[src/rtl/mul_pkg.sv]
// mul_pkg -- shared types and helpers for the radix-4 Booth multiply unit.
//   mul_op_t   : operation encoding carried on the op port (MUL/MULH/MULHSU/MULHU)
//   state_t    : control FSM states (IDLE -> CALC -> DONE -> IDLE)
//   calc_iter  : number of Booth digits (CALC cycles) for a given operand width
package mul_pkg;

  typedef enum logic [1:0] {
    MUL    = 2'd0,
    MULH   = 2'd1,
    MULHSU = 2'd2,
    MULHU  = 2'd3
  } mul_op_t;

  typedef enum logic [1:0] {
    IDLE = 2'd0,
    CALC = 2'd1,
    DONE = 2'd2
  } state_t;

  // Operands are widened by two bits so that unsigned values become positive
  // two's-complement numbers; that width holds width/2+1 radix-4 digits.
  function automatic int calc_iter(input int width);
    return width / 2 + 1;
  endfunction

endpackage

[src/rtl/booth_r4_recode.sv]
// booth_r4_recode -- combinational radix-4 Booth digit recoder.
//   digit : {b[2i+1], b[2i], b[2i-1]} window of the multiplier
//   mcand : sign-correct multiplicand M, EW bits
//   pp    : partial product 0, +M, +2M, -M or -2M, EW bits
// EW must leave headroom for 2M (the caller passes operand width + 2).
module booth_r4_recode
  import mul_pkg::*;
#(
  parameter int EW = 34
) (
  input  logic [2:0]    digit,
  input  logic [EW-1:0] mcand,
  output logic [EW-1:0] pp
);

  always_comb begin
    pp = '0;
    unique case (digit)
      3'b001, 3'b010: pp = mcand;
      3'b011:         pp = mcand << 1;
      3'b100:         pp = -(mcand << 1);
      3'b101, 3'b110: pp = -mcand;
      default:        pp = '0;
    endcase
  end

endmodule

[src/rtl/mul_unit_r4.sv]
// mul_unit_r4 -- iterative radix-4 Booth multiplier for a reservation-station
// style pipeline. One Booth digit is retired per CALC cycle; the finished
// result is held until the CDB broadcasts its tag.
//
// Ports:
//   clk, reset_n          clock, asynchronous active-low reset
//   start / ready         issue handshake (issue accepted only in IDLE)
//   op, src_a, src_b      operation and operands (rs1, rs2)
//   tag_in                destination tag captured at issue
//   flush                 squash of the in-flight operation (highest priority)
//   cdb_valid, cdb_tag    CDB broadcast; matching tag retires the held result
//   result_valid, tag_out, result   held result
//
// Optional build macro:
//   MUL_EARLY_ZERO_EN     an issue with a zero operand skips CALC and
//                         presents result 0 from the accepting edge.
module mul_unit_r4
  import mul_pkg::*;
#(
  parameter int WIDTH = 32,
  parameter int TAG_W = 4
) (
  input  logic             clk,
  input  logic             reset_n,
  input  logic             start,
  output logic             ready,
  input  logic [1:0]       op,
  input  logic [WIDTH-1:0] src_a,
  input  logic [WIDTH-1:0] src_b,
  input  logic [TAG_W-1:0] tag_in,
  input  logic             flush,
  input  logic             cdb_valid,
  input  logic [TAG_W-1:0] cdb_tag,
  output logic             result_valid,
  output logic [TAG_W-1:0] tag_out,
  output logic [WIDTH-1:0] result
);

  localparam int EW   = WIDTH + 2;
  localparam int ITER = calc_iter(WIDTH);
  localparam int CW   = $clog2(ITER + 1);

  // Control state (reset)
  state_t           state_q, state_d;
  logic [CW-1:0]    cnt_q, cnt_d;
  logic [WIDTH-1:0] result_q, result_d;
  logic [TAG_W-1:0] tag_q, tag_d;

  // Datapath state (no reset needed: always loaded at issue)
  mul_op_t          op_q, op_d;
  logic [EW-1:0]    mcand_q, mcand_d;
  logic [EW-1:0]    mplier_q, mplier_d;
  logic             bprev_q, bprev_d;   // bit below the current Booth window
  logic [EW+1:0]    hi_q, hi_d;         // running partial sum, upper part
  logic [EW-1:0]    lo_q, lo_d;         // product bits shifted out of hi

  logic             a_signed, b_signed;
  logic [EW-1:0]    a_ext, b_ext;
  logic [EW-1:0]    pp;
  logic [EW+1:0]    sum;
  logic [2*WIDTH-1:0] product;

  // Operand extension by the issuing op
  assign a_signed = (mul_op_t'(op) != MULHU);
  assign b_signed = (mul_op_t'(op) == MUL) || (mul_op_t'(op) == MULH);
  assign a_ext    = {{2{a_signed & src_a[WIDTH-1]}}, src_a};
  assign b_ext    = {{2{b_signed & src_b[WIDTH-1]}}, src_b};

  booth_r4_recode #(.EW(EW)) u_recode (
    .digit (({mplier_q[1:0], bprev_q})),
    .mcand (mcand_q),
    .pp    (pp)
  );

  // Each step adds the partial product at the current weight, then shifts the
  // accumulator right by one digit; after ITER steps {hi, lo} is the product.
  assign sum     = hi_q + {{2{pp[EW-1]}}, pp};
  assign product = (2*WIDTH)'({hi_q, lo_q});

  always_comb begin
    state_d  = state_q;
    cnt_d    = cnt_q;
    result_d = result_q;
    tag_d    = tag_q;
    op_d     = op_q;
    mcand_d  = mcand_q;
    mplier_d = mplier_q;
    bprev_d  = bprev_q;
    hi_d     = hi_q;
    lo_d     = lo_q;

    unique case (state_q)
      IDLE: begin
        if (start) begin
          op_d     = mul_op_t'(op);
          tag_d    = tag_in;
          mcand_d  = a_ext;
          mplier_d = b_ext;
          bprev_d  = 1'b0;
          hi_d     = '0;
          lo_d     = '0;
          cnt_d    = CW'(ITER);
          state_d  = CALC;
`ifdef MUL_EARLY_ZERO_EN
          if ((src_a == '0) || (src_b == '0)) begin
            cnt_d    = '0;
            result_d = '0;
            state_d  = DONE;
          end
`endif
        end
      end
      CALC: begin
        if (cnt_q != '0) begin
          hi_d     = {{2{sum[EW+1]}}, sum[EW+1:2]};
          lo_d     = {sum[1:0], lo_q[EW-1:2]};
          mplier_d = {2'b00, mplier_q[EW-1:2]};
          bprev_d  = mplier_q[1];
          cnt_d    = cnt_q - CW'(1);
        end else begin
          result_d = (op_q == MUL) ? product[WIDTH-1:0]
                                   : product[2*WIDTH-1:WIDTH];
          state_d  = DONE;
        end
      end
      DONE: begin
        if (cdb_valid && (cdb_tag == tag_q)) state_d = IDLE;
      end
      default: state_d = IDLE;
    endcase

    // Squash wins over issue and over CDB retire.
    if (flush) begin
      state_d = IDLE;
      cnt_d   = '0;
    end
  end

  always_ff @(posedge clk or negedge reset_n) begin
    if (!reset_n) begin
      state_q  <= IDLE;
      cnt_q    <= '0;
      result_q <= '0;
      tag_q    <= '0;
    end else begin
      state_q  <= state_d;
      cnt_q    <= cnt_d;
      result_q <= result_d;
      tag_q    <= tag_d;
    end
  end

  always_ff @(posedge clk) begin
    op_q     <= op_d;
    mcand_q  <= mcand_d;
    mplier_q <= mplier_d;
    bprev_q  <= bprev_d;
    hi_q     <= hi_d;
    lo_q     <= lo_d;
  end

  assign ready        = (state_q == IDLE);
  assign result_valid = (state_q == DONE);
  assign tag_out      = tag_q;
  assign result       = result_q;

endmodule

[config.mk]
export PLATFORM = sky130hd
export DESIGN_NAME = mul_unit_r4
export DESIGN_NICKNAME = d
export VERILOG_FILES = /design/src/rtl/mul_pkg.sv /design/src/rtl/booth_r4_recode.sv /design/src/rtl/mul_unit_r4.sv
export SDC_FILE = /design/constraint.sdc
export NUM_CORES = 1
export LEC_CHECK = 0
export CORE_MARGIN = 2
export CORE_UTILIZATION = 40
export DETAILED_ROUTE_END_ITERATION = 10
export SYNTH_ARGS = -nofsm -noshare
export SYNTH_HDL_FRONTEND = slang
export SYNTH_SLANG_ARGS = --single-unit
[constraint.sdc]
create_clock -name clk -period 13.1 [get_ports clk]
set_input_delay 3.275 -clock clk [delete_from_list [all_inputs] [get_ports clk]]
set_output_delay 3.275 -clock clk [all_outputs]
set_load 0.05 [all_outputs]
; Yosys cells after proc, flatten, opt, wreduce, memory -nomap -nowiden
; Cells that the tools add are included.
; W data, S select, Z words.
[word_totals]
ff_bits = 183
inputBits = 79
word_cells = 72
[classes]
add_sub_neg = 4
eq_ne = 17
muxes = 23
bitwise_logic = 3
n_reduce_logical = 15
[ops]
columns = op, n
row1 = $mux W34, 4
row2 = $pmux W34 S2, 2
row3 = $pmux W34 S4, 1
row4 = $mux W36, 2
row5 = $pmux W36 S2, 1
row6 = $neg A34 Y34, 2
row7 = $add A36 B36 Y36, 1
row8 = $mux W32, 1
row9 = $mux W5, 3
row10 = $pmux W5 S2, 1
row11 = $eq A3 B3 Y1 const B, 3
row12 = $reduce_and A3 Y1, 3
row13 = $mux W2, 4
row14 = $eq A3 B2 Y1 const B, 2
row15 = $logic_not A2 Y1, 3
row16 = $ne A2 B2 Y1 const B, 3
row17 = $ne A3 B2 Y1 const B, 2
row18 = $ne A3 B3 Y1 const B, 2
row19 = $pmux W2 S3, 1
row20 = $reduce_bool A5 Y1, 1
row21 = $sub A5 B1 Y5 const B, 1
row22 = $eq A2 B1 Y1 const B, 2
row23 = $eq A4 B4 Y1, 1
row24 = $reduce_and A2 Y1, 2
row25 = 11 further kinds, 14

; Logic depth before layout (Yosys ltp)
; Gate-level depths: netlist of run 1.
[depth]
word_depth = 6
ltp_mapped = 18
mapped_depth_nobuf = 17

; Cells and area by module
; From an unflattened synthesis of run 1, not the netlist that was laid out.
[unflattened]
hier_cells = 1131
hier_area_um2 = 11024.3
[modules_own_cells]
columns = mod, instances, cells_each, area_each_um2, seq_area_each_um2
row1 = mul_unit_r4, 1, 800, 8951.1, 5190.0
row2 = booth_r4_recode, 1, 331, 2073.2, 0.0

; Least setup slack after synthesis of run 1
; Ideal clock, no wire load.
[synth_path]
kind = input to register
start = in start
end = reg bprev_q (enable)
setup_time_ps = 456
arrival_ps = 6158
required_ps = 12644
setup_slack_ps = 6486
stages = 4
path_cell_list = nand2_1 clkinv_1 nor2_1 inv_1
[synth_between]
elab_chain_len = 2
[synth_rtl]
columns = item, line_no
row1 = start: declaration, mul_unit_r4.sv:25  ; input logic start,
row2 = $ne A2 B2 Y1 (no line), -
row3 = $reduce_and A3 Y1 (no line), -
row4 = end signal: assignment, mul_unit_r4.sv:157  ; bprev_q <= bprev_d;
row5 = end: declaration, mul_unit_r4.sv:53  ; logic bprev_q, bprev_d;
; No other way between the ends.
; A chain may end at the register's enable or synchronous reset.

; Final worst setup path of run 1
; Same ends and word-level chain as after synthesis.

==> results of run 1 <==
==> Yosys cell counts, types with 25 or more instances <==
cell                       instances  area share (%)
sky130_fd_sc_hd__xnor2_1          31             2.6
sky130_fd_sc_hd__and2_1           38             2.2
sky130_fd_sc_hd__o21ai_0          98             4.6
sky130_fd_sc_hd__clkbuf_1         53             1.9
sky130_fd_sc_hd__a21oi_1          66             3.1
sky130_fd_sc_hd__xor2_1           25             2.1
sky130_fd_sc_hd__nand3_1          26             1.2
sky130_fd_sc_hd__mux2i_1          38             3.6
sky130_fd_sc_hd__dfrtp_1          43              10
sky130_fd_sc_hd__nand2_1         185             6.5
sky130_fd_sc_hd__ha_1             37             4.4
sky130_fd_sc_hd__nor3_1           30             1.4
sky130_fd_sc_hd__nor2_1           83             2.9
sky130_fd_sc_hd__edfxtp_1        137              39
==> power by group through the flow <==
stage / Sequential [mW] / Combinational (mW) / Clock, mW
after floorplan: 1.04 / 0.636 / 0
after global placement: 0.892 / 1.10 / 0
after detailed placement: 0.894 / 1.11 / 0
after CTS: 0.882 / 1.11 / 0.525
after global routing: 0.901 / 1.23 / 0.551
final: 0.881 / 1.11 / 0.515
==> layout by cell type, fill, tap and decap left out, types with 12 or more instances in the layout <==
cell / netlist / final
sky130_fd_sc_hd__mux2i_1: 38 / 38
sky130_fd_sc_hd__nand3_1: 26 / 26
sky130_fd_sc_hd__edfxtp_1: 137 / 137
sky130_fd_sc_hd__ha_1: 37 / 37
sky130_fd_sc_hd__xor2_1: 25 / 25
sky130_fd_sc_hd__inv_1: 24 / 23
sky130_fd_sc_hd__a21o_1: 12 / 12
sky130_fd_sc_hd__o21ai_0: 98 / 98
sky130_fd_sc_hd__nor3_1: 30 / 30
sky130_fd_sc_hd__xnor2_1: 31 / 31
sky130_fd_sc_hd__nand2_1: 185 / 184
sky130_fd_sc_hd__dfrtp_1: 43 / 43
sky130_fd_sc_hd__or3_1: 15 / 15
sky130_fd_sc_hd__clkbuf_16: 0 / 17
sky130_fd_sc_hd__a21oi_1: 66 / 66
sky130_fd_sc_hd__a22oi_1: 12 / 12
sky130_fd_sc_hd__clkdlybuf4s50_1: 0 / 115
sky130_fd_sc_hd__and2_1: 38 / 38
sky130_fd_sc_hd__nor2_1: 83 / 82
sky130_fd_sc_hd__o211ai_1: 14 / 14
==> flip-flops by register name (all words and copies together), names as in the netlist <==
signal    cells
tag_out       4
mplier_q     33
bprev_q       1
mcand_q      33
lo_q         34
result       32
cnt_q         5
op_q          2
state_q       2
hi_q         34
==> kinds of logic (layout without fill, tap and decap cells) <==
| family | Yosys count | in the layout |
|---|---|---|
| AND/OR/NAND/NOR | 432 | 432 |
| AO/OA/AOI/OAI | 277 | 277 |
| flip-flops | 180 | 180 |
| buffers and inverters | 87 | 182 |
| XOR/XNOR | 56 | 56 |
| multiplexers | 43 | 43 |
| adder cells (fa/ha/maj) | 38 | 38 |
==> area by class of cell <==
class	count	area share, %
clock inverter	14	1.28
multi-input combinational	846	40.6
timing repair buffer	125	9.67
clock buffer	18	3.39
sequential	180	41.0
tap	335	3.31
inverter	25	0.762
==> per-layer routing <==
metal / part of all wire [%] / track usage (%) / vias up
li1: - / - / 4205
met1: 50 / 28.7 / 4053
met2: 44 / 28.1 / 237
met3: 4.6 / 2.95 / 28
met4: 1.5 / 4.99 / 0
met5: 0 / 0 / -
==> worst max path at each step <==
stage / from / cells past startpoint / slack [ns] / endpoint
after floorplan: start / 4 / 6.49 / bprev_q$_SDFFCE_PN0P_
after global placement: start / 7 / 6.97 / hi_q[6]$_SDFFCE_PN0P_
after detailed placement: start / 7 / 6.88 / hi_q[6]$_SDFFCE_PN0P_
after CTS: start / 7 / 7.36 / lo_q[12]$_SDFFCE_PN0P_
after global routing: mcand_q[7]$_DFFE_PP_ / 15 / 7.11 / hi_q[28]$_SDFFCE_PN0P_
final: start / 7 / 7.45 / bprev_q$_SDFFCE_PN0P_
==> worst reg2reg max path: cells and delay by family (launching register included) <==
family	cells	cell delay [ns]
DFF	1	0.99
AOI/OAI and AO/OA	8	2.40
and+or+nand+nor	4	1.67
adders and majority gates	1	0.40
==> through the flow <==
step,hold slack [ns],setup WS (ns),util (%),cells
after detailed placement,0.469,6.88,46.3,1511
final,0.478,7.45,48.5,1543
after global placement,0.460,6.97,46.3,1511
after CTS,0.488,7.36,48.5,1543
after floorplan,0.466,6.49,-,1113
after global routing,0.503,7.11,48.5,1543
==> reports/metrics.json, run 1 <==
{
  "synth": {
    "synth_simple_gate_area_share_pct": 19.0,
    "synth.lib_cells_used.distinct": 60,
    "avgSynthCellArea_sq_um": 9.56,
    "seq_area_frac_synth_pct": 48.8,
    "area_of_the_mapped_netlist_sq_mm": 0.0106,
    "postSynth.topFlopCell": "sky130_fd_sc_hd__edfxtp_1",
    "synth_mux_area_share_pct": 4.11,
    "number_of_standard_cells_after_synthesis": 1113,
    "yosys_warnings": 0,
    "synth-xor-area-share_pct": 4.61,
    "synthArstFlopShare_pct": 23.9,
    "count_of_flip_flops_with_a_built_in_enable_after_synthesis": 137,
    "synth_compound_area_share_pct": 15.8,
    "combinational_family_with_the_most_area_after_synthesis": "simple AND/OR/NAND/NOR gates",
    "synth_adder_area_share_pct": 4.54,
    "postSynthRegisterBits": 180,
    "postSynthNetCount": 1230
  },
  "layout": {
    "finalNetCount": 1312,
    "fill_cells": 2489,
    "final-seq-area_sq_mm": 0.00519,
    "flow.area_growth_from_synthesis_pct": 18.9,
    "n_antenna_cell": 0,
    "total_area_of_multi_input_combinational_cells_sq_mm": 0.00513,
    "design_area_sq_mm": 0.0126,
    "drive_gt1_share_pct": 5.05
  },
  "place": {
    "placed_area_sq_mm": 0.0121,
    "hpwl_um": 18600,
    "port_buffers": 116,
    "place.gp.congestion": 0.847
  },
  "power": {
    "pwr-share-comb_pct": 44.4,
    "leakagePower_nw": 4.87,
    "share_clk_of_total_power_pct": 20.5,
    "power.density_cell_area_mw_per_mm2": 198,
    "p_sw_mw": 1.06,
    "pwr-share-seq_pct": 35.1,
    "irDropWorstVdd_uv": 139,
    "power.internal_mw": 1.45,
    "p_total_mw": 2.51,
    "power.switching_fraction_pct": 42.4
  },
  "worst_setup_path": {
    "timing.critical_path.arrival_ns": 5.72,
    "critical-path-top-cell-by-count": "sky130_fd_sc_hd__buf_4",
    "crit_type": "in2reg",
    "worst_path_largest_cell_delay_ns": 0.68,
    "path_max_fanout": 57,
    "reg2reg_slack_ns": 7.51,
    "worstPathRequired_ns": 13.17,
    "timing.critical_path.cells": "clkdlybuf4s50_1 > nand2_1 > clkinv_1 > buf_4 > nor2_1 > inv_4 > buf_4",
    "ff2ff_path_depth": 13,
    "startpoint_type": "primary input",
    "worstSetupEndpointType": "flop",
    "critical-path-top-delay-family": "buffers and inverters",
    "worst-path-buf-inv": 5,
    "regToRegEndpoint": "hi_q[28]$_SDFFCE_PN0P_",
    "timing.critical_path.slowest_stage_cell": "sky130_fd_sc_hd__buf_4",
    "crit-reg2reg-launch": "bprev_q$_SDFFCE_PN0P_"
  },
  "timing": {
    "unrepaired_setup_endpoints_after_global_routing": "no",
    "final_max_slew_viol_count": 0,
    "relSlewSlack_pct": 32.6,
    "final.setup_skew_ns": 0.0137,
    "number_of_hold_violations_in_the_final_report": 0,
    "timing.final.setup_violations": 0,
    "tns_ns": 0,
    "layout_worst_path_cycle_share_pct": 43.1,
    "timing.fmax_ghz": 0.177,
    "worstMarginPinSlew_ns": 0.986,
    "min_period_ns": 5.65
  },
  "detailed_routing": {
    "detail_route.iter0.violations": 620,
    "iteration_count_of_the_initial_detailed_routing_pass": 5,
    "drc_violations": 0,
    "vias_per_cell": 5.52,
    "wire_per_inst_um": 17.0,
    "route.antenna.remaining_nets": 0,
    "postRouteWirelength_um": 26200,
    "detailroute.via_count": 8523
  },
  "worst_hold_path": {
    "hold_path_depth": 2,
    "hp_start": "result[16]$_DFFE_PN0P_",
    "min_to": "result[16]$_DFFE_PN0P_",
    "hold_crit_class": "reg2reg"
  },
  "floorplan": {
    "die_y_um": 167,
    "fp.dieArea_sq_mm": 0.0279,
    "core_area_sq_mm": 0.0261,
    "rows": 59,
    "total_i_o_pin_count": 117,
    "die_w_um": 167,
    "initial_utilization_pct": 40.8
  },
  "clock_tree": {
    "cts_setup_buffers": 0,
    "path_clk_slew_ns": 0.07,
    "cts-resized-gates": 0,
    "cts_root_buffer": "sky130_fd_sc_hd__clkbuf_16",
    "postCtsHoldBufs": 0,
    "clock_path_buffers": 2,
    "cts.sink_count": 180,
    "htree_levels": 4,
    "cts_buffers": 17,
    "tritoncts": "yes",
    "clk-insertion-delay-late_ns": 0.44
  },
  "job": {
    "cap_violations": 0
  },
  "grt": {
    "maximum_number_of_pins_on_one_net_before_global_route_repair": 78,
    "antenna_found_initial": 0,
    "groute.usage.overall_pct": 18.9,
    "grt_overflow_total": 0,
    "first_global_vias": 8042,
    "grt_pass1_wl_um": 42900
  },
  "run_status": {
    "status": "complete, no violations"
  }
}
(Power assumes the default switching activity.)
==> run 2, diff against run 1 <==
==> constraint.sdc (replaced) <==
create_clock -name clk -period 5 [get_ports clk]
set_input_delay 1.25 -clock clk [delete_from_list [all_inputs] [get_ports clk]]
set_output_delay 1.25 -clock clk [all_outputs]
set_load 0.05 [all_outputs]
==> run 2 against run 1 <==
Non-clock buffer count grew 55. Setup slack lost 7.2 ns. Sequential power grew to 2.6 times the previous value. Critical endpoint is now hi_q[32]$_SDFFCE_PN0P_. Critical path type is now reg2reg.
==> reports/metrics.json, run 2 (synthesis gave the netlist of run 1 again) <==
{
  "worst_setup_path": {
    "worstSetupEndpointType": "flop",
    "worstPathRequired_ns": 5.28,
    "ff2ff_path_depth": 18,
    "timing.critical_path.arrival_ns": 4.99,
    "reg2reg_slack_ns": 0.29,
    "crit_type": "reg2reg",
    "path_max_fanout": 5,
    "worst_setup_path_endpoint": "hi_q[32]$_SDFFCE_PN0P_",
    "crit-reg2reg-launch": "mcand_q[0]$_DFFE_PP_",
    "startpoint_type": "flop",
    "critical_path.startpoint": "mcand_q[0]$_DFFE_PP_",
    "regToRegEndpoint": "hi_q[32]$_SDFFCE_PN0P_"
  },
  "detailed_routing": {
    "drc_violations": 0,
    "iteration_count_of_the_initial_detailed_routing_pass": 5,
    "detailroute.via_count": 8807,
    "route.antenna.remaining_nets": 0,
    "wire_per_inst_um": 17.2,
    "vias_per_cell": 5.51,
    "postRouteWirelength_um": 27500,
    "detail_route.iter0.violations": 824
  },
  "clock_tree": {
    "tritoncts": "yes",
    "clock_path_buffers": 2,
    "cts_root_buffer": "sky130_fd_sc_hd__clkbuf_16",
    "cts_buffers": 17,
    "htree_levels": 4,
    "path_clk_slew_ns": 0.08,
    "clk-insertion-delay-late_ns": 0.44,
    "postCtsHoldBufs": 0,
    "cts.sink_count": 180
  },
  "power": {
    "power.switching_fraction_pct": 41.7,
    "share_clk_of_total_power_pct": 20.4,
    "irDropWorstVdd_uv": 326,
    "p_sw_mw": 2.86,
    "power.density_cell_area_mw_per_mm2": 523,
    "pwr-share-comb_pct": 45.9,
    "power.internal_mw": 3.99,
    "leakagePower_nw": 5.15,
    "pwr-share-seq_pct": 33.7
  },
  "run_status": {
    "status": "complete, no violations"
  },
  "grt": {
    "antenna_found_initial": 0,
    "first_global_vias": 8487,
    "grt.busiest_layer": "met2",
    "grt_overflow_total": 0,
    "met3_track_utilization_from_global_routing_pct": 3.47,
    "grt_use_met1_pct": 29.3,
    "grt_pass1_wl_um": 44800,
    "groute.usage.overall_pct": 19.8,
    "maximum_number_of_pins_on_one_net_before_global_route_repair": 73,
    "use_met2_pct": 30.2
  },
  "layout": {
    "n_antenna_cell": 0,
    "layout_commonest_cell": "sky130_fd_sc_hd__nand2_1",
    "largestRegisters": "hi_q x34, lo_q x34",
    "drive_gt1_share_pct": 9.66,
    "finalNetCount": 1367,
    "fill_cells": 2438,
    "mostFrequentLayoutCells": "184 x sky130_fd_sc_hd__nand2_1, 137 x sky130_fd_sc_hd__edfxtp_1, 115 x sky130_fd_sc_hd__clkdlybuf4s50_1",
    "flow.area_growth_from_synthesis_pct": 23.3,
    "non_filler_instances": 1598
  },
  "timing": {
    "timing.final.setup_violations": 0,
    "tns_ns": 0,
    "worstMarginPinSlew_ns": 0.984,
    "layout_worst_path_cycle_share_pct": 94.2,
    "number_of_hold_violations_in_the_final_report": 0,
    "unrepaired_setup_endpoints_after_global_routing": "no",
    "final_max_slew_viol_count": 0,
    "min_period_ns": 4.71,
    "final.setup_skew_ns": 0.0149,
    "timing.fmax_ghz": 0.212,
    "relSlewSlack_pct": 34.2
  },
  "floorplan": {
    "die_y_um": 167,
    "total_i_o_pin_count": 117,
    "rows": 59,
    "fp.dieArea_sq_mm": 0.0279,
    "die_w_um": 167,
    "core_area_sq_mm": 0.0261,
    "initial_utilization_pct": 40.8
  },
  "place": {
    "place.gp.congestion": 0.919,
    "port_buffers": 116,
    "post-place-cells": 1566,
    "hpwl_um": 19900
  },
  "job": {
    "cap_violations": 0
  },
  "worst_hold_path": {
    "hold_path_depth": 2,
    "hold_crit_class": "reg2reg"
  }
}
## run 2: worst max-delay path: stages (launching register included)
cell	delay [ns]
sky130_fd_sc_hd__edfxtp_1	0.43
sky130_fd_sc_hd__inv_1	0.10
sky130_fd_sc_hd__ha_1	0.21
sky130_fd_sc_hd__or3b_1	0.49
sky130_fd_sc_hd__nor4_4	0.32
sky130_fd_sc_hd__nand2_2	0.17
sky130_fd_sc_hd__nor3_1	0.34
sky130_fd_sc_hd__nand2_1	0.17
sky130_fd_sc_hd__xnor2_1	0.17
sky130_fd_sc_hd__o211ai_1	0.17
sky130_fd_sc_hd__ha_1	0.27
sky130_fd_sc_hd__a21o_1	0.17
sky130_fd_sc_hd__a21oi_1	0.33
sky130_fd_sc_hd__o21bai_1	0.15
sky130_fd_sc_hd__a21o_1	0.21
sky130_fd_sc_hd__a2111oi_0	0.42
sky130_fd_sc_hd__buf_4	0.19
sky130_fd_sc_hd__o21ai_0	0.07
sky130_fd_sc_hd__a21oi_1	0.18
## run 2: per-layer routing
metal | part of all wire [%] | wire, um | vias to the layer above
li1 | - | - | 4299
met3 | 5.2 | 1430 | 33
met1 | 49 | 13500 | 4176
met5 | 0 | 0 | -
met2 | 44 | 12200 | 299
met4 | 1.4 | 380 | 0
## run 2: repair_timing
action / 4_1_cts / 5_1_grt
gates resized for setup: 0 / 8
setup endpoints to repair: 0 / 11
buffers inserted: 0 / 0
## run 2: through the flow
step | area [sq um] | utilization [%] | hold slack, ns | setup slack, ns | total power, mW
2_1_floorplan | 10600 | - | 0.466 | 0.411 | 4.38
3_3_place_gp | 12500 | 47.9 | 0.462 | 0.178 | 5.42
3_5_place_dp | 12500 | 47.9 | 0.471 | 0.135 | 5.45
4_1_cts | 13100 | 50.1 | 0.489 | 0.105 | 6.86
5_1_grt | 13100 | 50.3 | 0.520 | 0.0106 | 7.30
6_report | 13100 | 50.3 | 0.478 | 0.292 | 6.85
## run 2: final cells by class
type                       instances  area [sq um]  area share, %
sequential                       180          5190           39.6
tap                              335           419           3.20
timing repair buffer             180          1640           12.5
clock buffer                      18           439           3.35
clock inverter                    14           155           1.18
multi-input combinational        846          5170           39.5
inverter                          25          96.3          0.735
## run 2: worst min path at each step
stage | from | slack (ns) | end
finish | result[25]$_DFFE_PN0P_ | 0.48 | result[25]$_DFFE_PN0P_
global placement | result[16]$_DFFE_PN0P_ | 0.46 | result[16]$_DFFE_PN0P_
detailed placement | result[1]$_DFFE_PN0P_ | 0.47 | result[1]$_DFFE_PN0P_
floorplan | cnt_q[0]$_DFFE_PN0P_ | 0.47 | cnt_q[0]$_DFFE_PN0P_
CTS | result[20]$_DFFE_PN0P_ | 0.49 | result[20]$_DFFE_PN0P_
global route | result[11]$_DFFE_PN0P_ | 0.52 | result[11]$_DFFE_PN0P_
## run 2: power by group through the flow
stage	registers [mW]	logic [mW]	clock network, mW
2_1_floorplan	2.72	1.67	0
3_3_place_gp	2.34	3.09	0
3_5_place_dp	2.34	3.10	0
4_1_cts	2.31	3.12	1.43
5_1_grt	2.36	3.45	1.49
6_report	2.31	3.14	1.40
==> run 3, diff against run 2 <==
--- a/config.mk
+++ b/config.mk
@@ -7,6 +7,7 @@
 export LEC_CHECK = 0
 export CORE_MARGIN = 2
 export CORE_UTILIZATION = 40
+export CTS_BUF_LIST = sky130_fd_sc_hd__clkbuf_16
 export DETAILED_ROUTE_END_ITERATION = 10
 export SYNTH_ARGS = -nofsm -noshare
 export SYNTH_HDL_FRONTEND = slang
==> run 3 against run 2 <==
Cell area about the same. Largest power group unchanged. Critical path depth did not move. Clock skew rose by 0.0019 ns. Highest routed layer unchanged. Critical endpoint unchanged.
==> reports/metrics.json, run 3 (synthesis gave the netlist of run 1 again) <==
{
  "timing": {
    "layout_worst_path_cycle_share_pct": 94.1,
    "unrepaired_setup_endpoints_after_global_routing": "no",
    "number_of_hold_violations_in_the_final_report": 0,
    "tns_ns": 0,
    "timing.fmax_ghz": 0.213,
    "final.setup.worst_slack_ns": 0.297,
    "worstMarginPinSlew_ns": 0.985,
    "final_max_slew_viol_count": 0,
    "final.setup_skew_ns": 0.0169,
    "timing.final.setup_violations": 0,
    "relSlewSlack_pct": 34.1,
    "min_period_ns": 4.70
  },
  "detailed_routing": {
    "iteration_count_of_the_initial_detailed_routing_pass": 6,
    "detailroute.via_count": 8752,
    "vias_per_cell": 5.48,
    "route.antenna.remaining_nets": 0,
    "wire_per_inst_um": 17.2,
    "detail_route.iter0.violations": 814,
    "drc_violations": 0,
    "postRouteWirelength_um": 27600
  },
  "worst_setup_path": {
    "ff2ff_path_depth": 18,
    "crit_type": "reg2reg",
    "reg2reg_slack_ns": 0.30,
    "path_max_fanout": 5,
    "startpoint_type": "flop",
    "crit-reg2reg-launch": "mcand_q[0]$_DFFE_PP_",
    "timing.critical_path.arrival_ns": 4.99,
    "regToRegEndpoint": "hi_q[32]$_SDFFCE_PN0P_",
    "worstPathRequired_ns": 5.29,
    "worstSetupEndpointType": "flop"
  },
  "worst_hold_path": {
    "hold_crit_class": "reg2reg",
    "hold_path_depth": 2,
    "hp_start": "result[25]$_DFFE_PN0P_",
    "min_to": "result[25]$_DFFE_PN0P_"
  },
  "grt": {
    "grt_overflow_total": 0,
    "maximum_number_of_pins_on_one_net_before_global_route_repair": 73,
    "antenna_found_initial": 0,
    "grt_pass1_wl_um": 44800,
    "first_global_vias": 8484,
    "groute.usage.overall_pct": 19.8
  },
  "power": {
    "leakagePower_nw": 5.15,
    "irDropWorstVdd_uv": 326,
    "power.density_cell_area_mw_per_mm2": 522
  },
  "clock_tree": {
    "clk-insertion-delay-late_ns": 0.44,
    "cts_root_buffer": "sky130_fd_sc_hd__clkbuf_16",
    "tritoncts": "yes",
    "postCtsHoldBufs": 0,
    "path_clk_slew_ns": 0.08,
    "cts-resized-gates": 0,
    "cts.sink_count": 180,
    "htree_levels": 4,
    "cts_buffers": 17,
    "cts_setup_buffers": 0,
    "clock_path_buffers": 2
  },
  "layout": {
    "drive_gt1_share_pct": 9.66,
    "layout_commonest_cell": "sky130_fd_sc_hd__nand2_1",
    "flow.area_growth_from_synthesis_pct": 23.2,
    "n_antenna_cell": 0,
    "finalNetCount": 1367,
    "largestRegisters": "hi_q x34, lo_q x34",
    "mostFrequentLayoutCells": "184 x sky130_fd_sc_hd__nand2_1, 137 x sky130_fd_sc_hd__edfxtp_1, 115 x sky130_fd_sc_hd__clkdlybuf4s50_1"
  },
  "run_status": {
    "status": "complete, no violations"
  },
  "job": {
    "cap_violations": 0
  },
  "place": {
    "place.gp.congestion": 0.919,
    "detailedPlace.worstSlack_ns": 0.135,
    "hpwl_um": 19900,
    "port_buffers": 116
  },
  "floorplan": {
    "total_i_o_pin_count": 117,
    "die_w_um": 167,
    "fp.dieArea_sq_mm": 0.0279,
    "die_y_um": 167,
    "core_area_sq_mm": 0.0261,
    "rows": 59,
    "initial_utilization_pct": 40.8
  }
}
run 3: metrics by stage:
step / std cells / utilization [%] / hold slack [ns] / power [mW] / instance area, sq um
finish: 1598 / 50.3 / 0.478 / 6.84 / 13100
global route: 1598 / 50.3 / 0.520 / 7.29 / 13100
CTS: 1598 / 50.1 / 0.489 / 6.84 / 13100
detailed placement: 1566 / 47.9 / 0.471 / 5.45 / 12500
global placement: 1566 / 47.9 / 0.462 / 5.42 / 12500
floorplan: 1113 / - / 0.466 / 4.38 / 10600
run 3: how the worst max path moves through the flow:
stage                               start                endpoint
global placement    mcand_q[10]$_DFFE_PP_  hi_q[34]$_SDFFCE_PN0P_
CTS                 mcand_q[10]$_DFFE_PP_  hi_q[25]$_SDFFCE_PN0P_
finish               mcand_q[0]$_DFFE_PP_  hi_q[32]$_SDFFCE_PN0P_
floorplan                           start   bprev_q$_SDFFCE_PN0P_
global route         mcand_q[0]$_DFFE_PP_  hi_q[28]$_SDFFCE_PN0P_
detailed placement  mcand_q[10]$_DFFE_PP_  hi_q[25]$_SDFFCE_PN0P_
run 3: final cells by class:
class / instances / area [sq um]
flip-flops and latches: 180 / 5190
multi-input cells: 846 / 5170
clock buffers: 17 / 425
well taps: 335 / 419
repair buffers: 180 / 1640
inverters: 25 / 96.3
fillers: 2437 / 13000
clock inverters: 15 / 159
run 3: worst max-delay path, cell delays in order, from the launching register on:
cell and delay, ns:
sky130_fd_sc_hd__edfxtp_1 0.43, sky130_fd_sc_hd__inv_1 0.10, sky130_fd_sc_hd__ha_1 0.20, sky130_fd_sc_hd__or3b_1 0.49
sky130_fd_sc_hd__nor4_4 0.32, sky130_fd_sc_hd__nand2_2 0.17, sky130_fd_sc_hd__nor3_1 0.35, sky130_fd_sc_hd__nand2_1 0.17
sky130_fd_sc_hd__xnor2_1 0.17, sky130_fd_sc_hd__o211ai_1 0.17, sky130_fd_sc_hd__ha_1 0.27, sky130_fd_sc_hd__a21o_1 0.17
sky130_fd_sc_hd__a21oi_1 0.32, sky130_fd_sc_hd__o21bai_1 0.15, sky130_fd_sc_hd__a21o_1 0.21, sky130_fd_sc_hd__a2111oi_0 0.42
sky130_fd_sc_hd__buf_4 0.19, sky130_fd_sc_hd__o21ai_0 0.07, sky130_fd_sc_hd__a21oi_1 0.18
run 3: where the power goes:
part	internal [mW]	switching (mW)	total [mW]
logic	1.20	1.94	3.14
registers	2.06	0.249	2.31
clock network	0.711	0.672	1.38
run 3: routing by layer:
| layer | global-route usage [%] | up-vias | part of all wire, % |
|---|---|---|---|
| li1 | - | 4302 | - |
| met1 | 29.4 | 4129 | 49 |
| met2 | 30.1 | 290 | 44 |
| met3 | 3.47 | 31 | 5.2 |
| met4 | 4.95 | 0 | 1.4 |
| met5 | 0 | - | 0 |
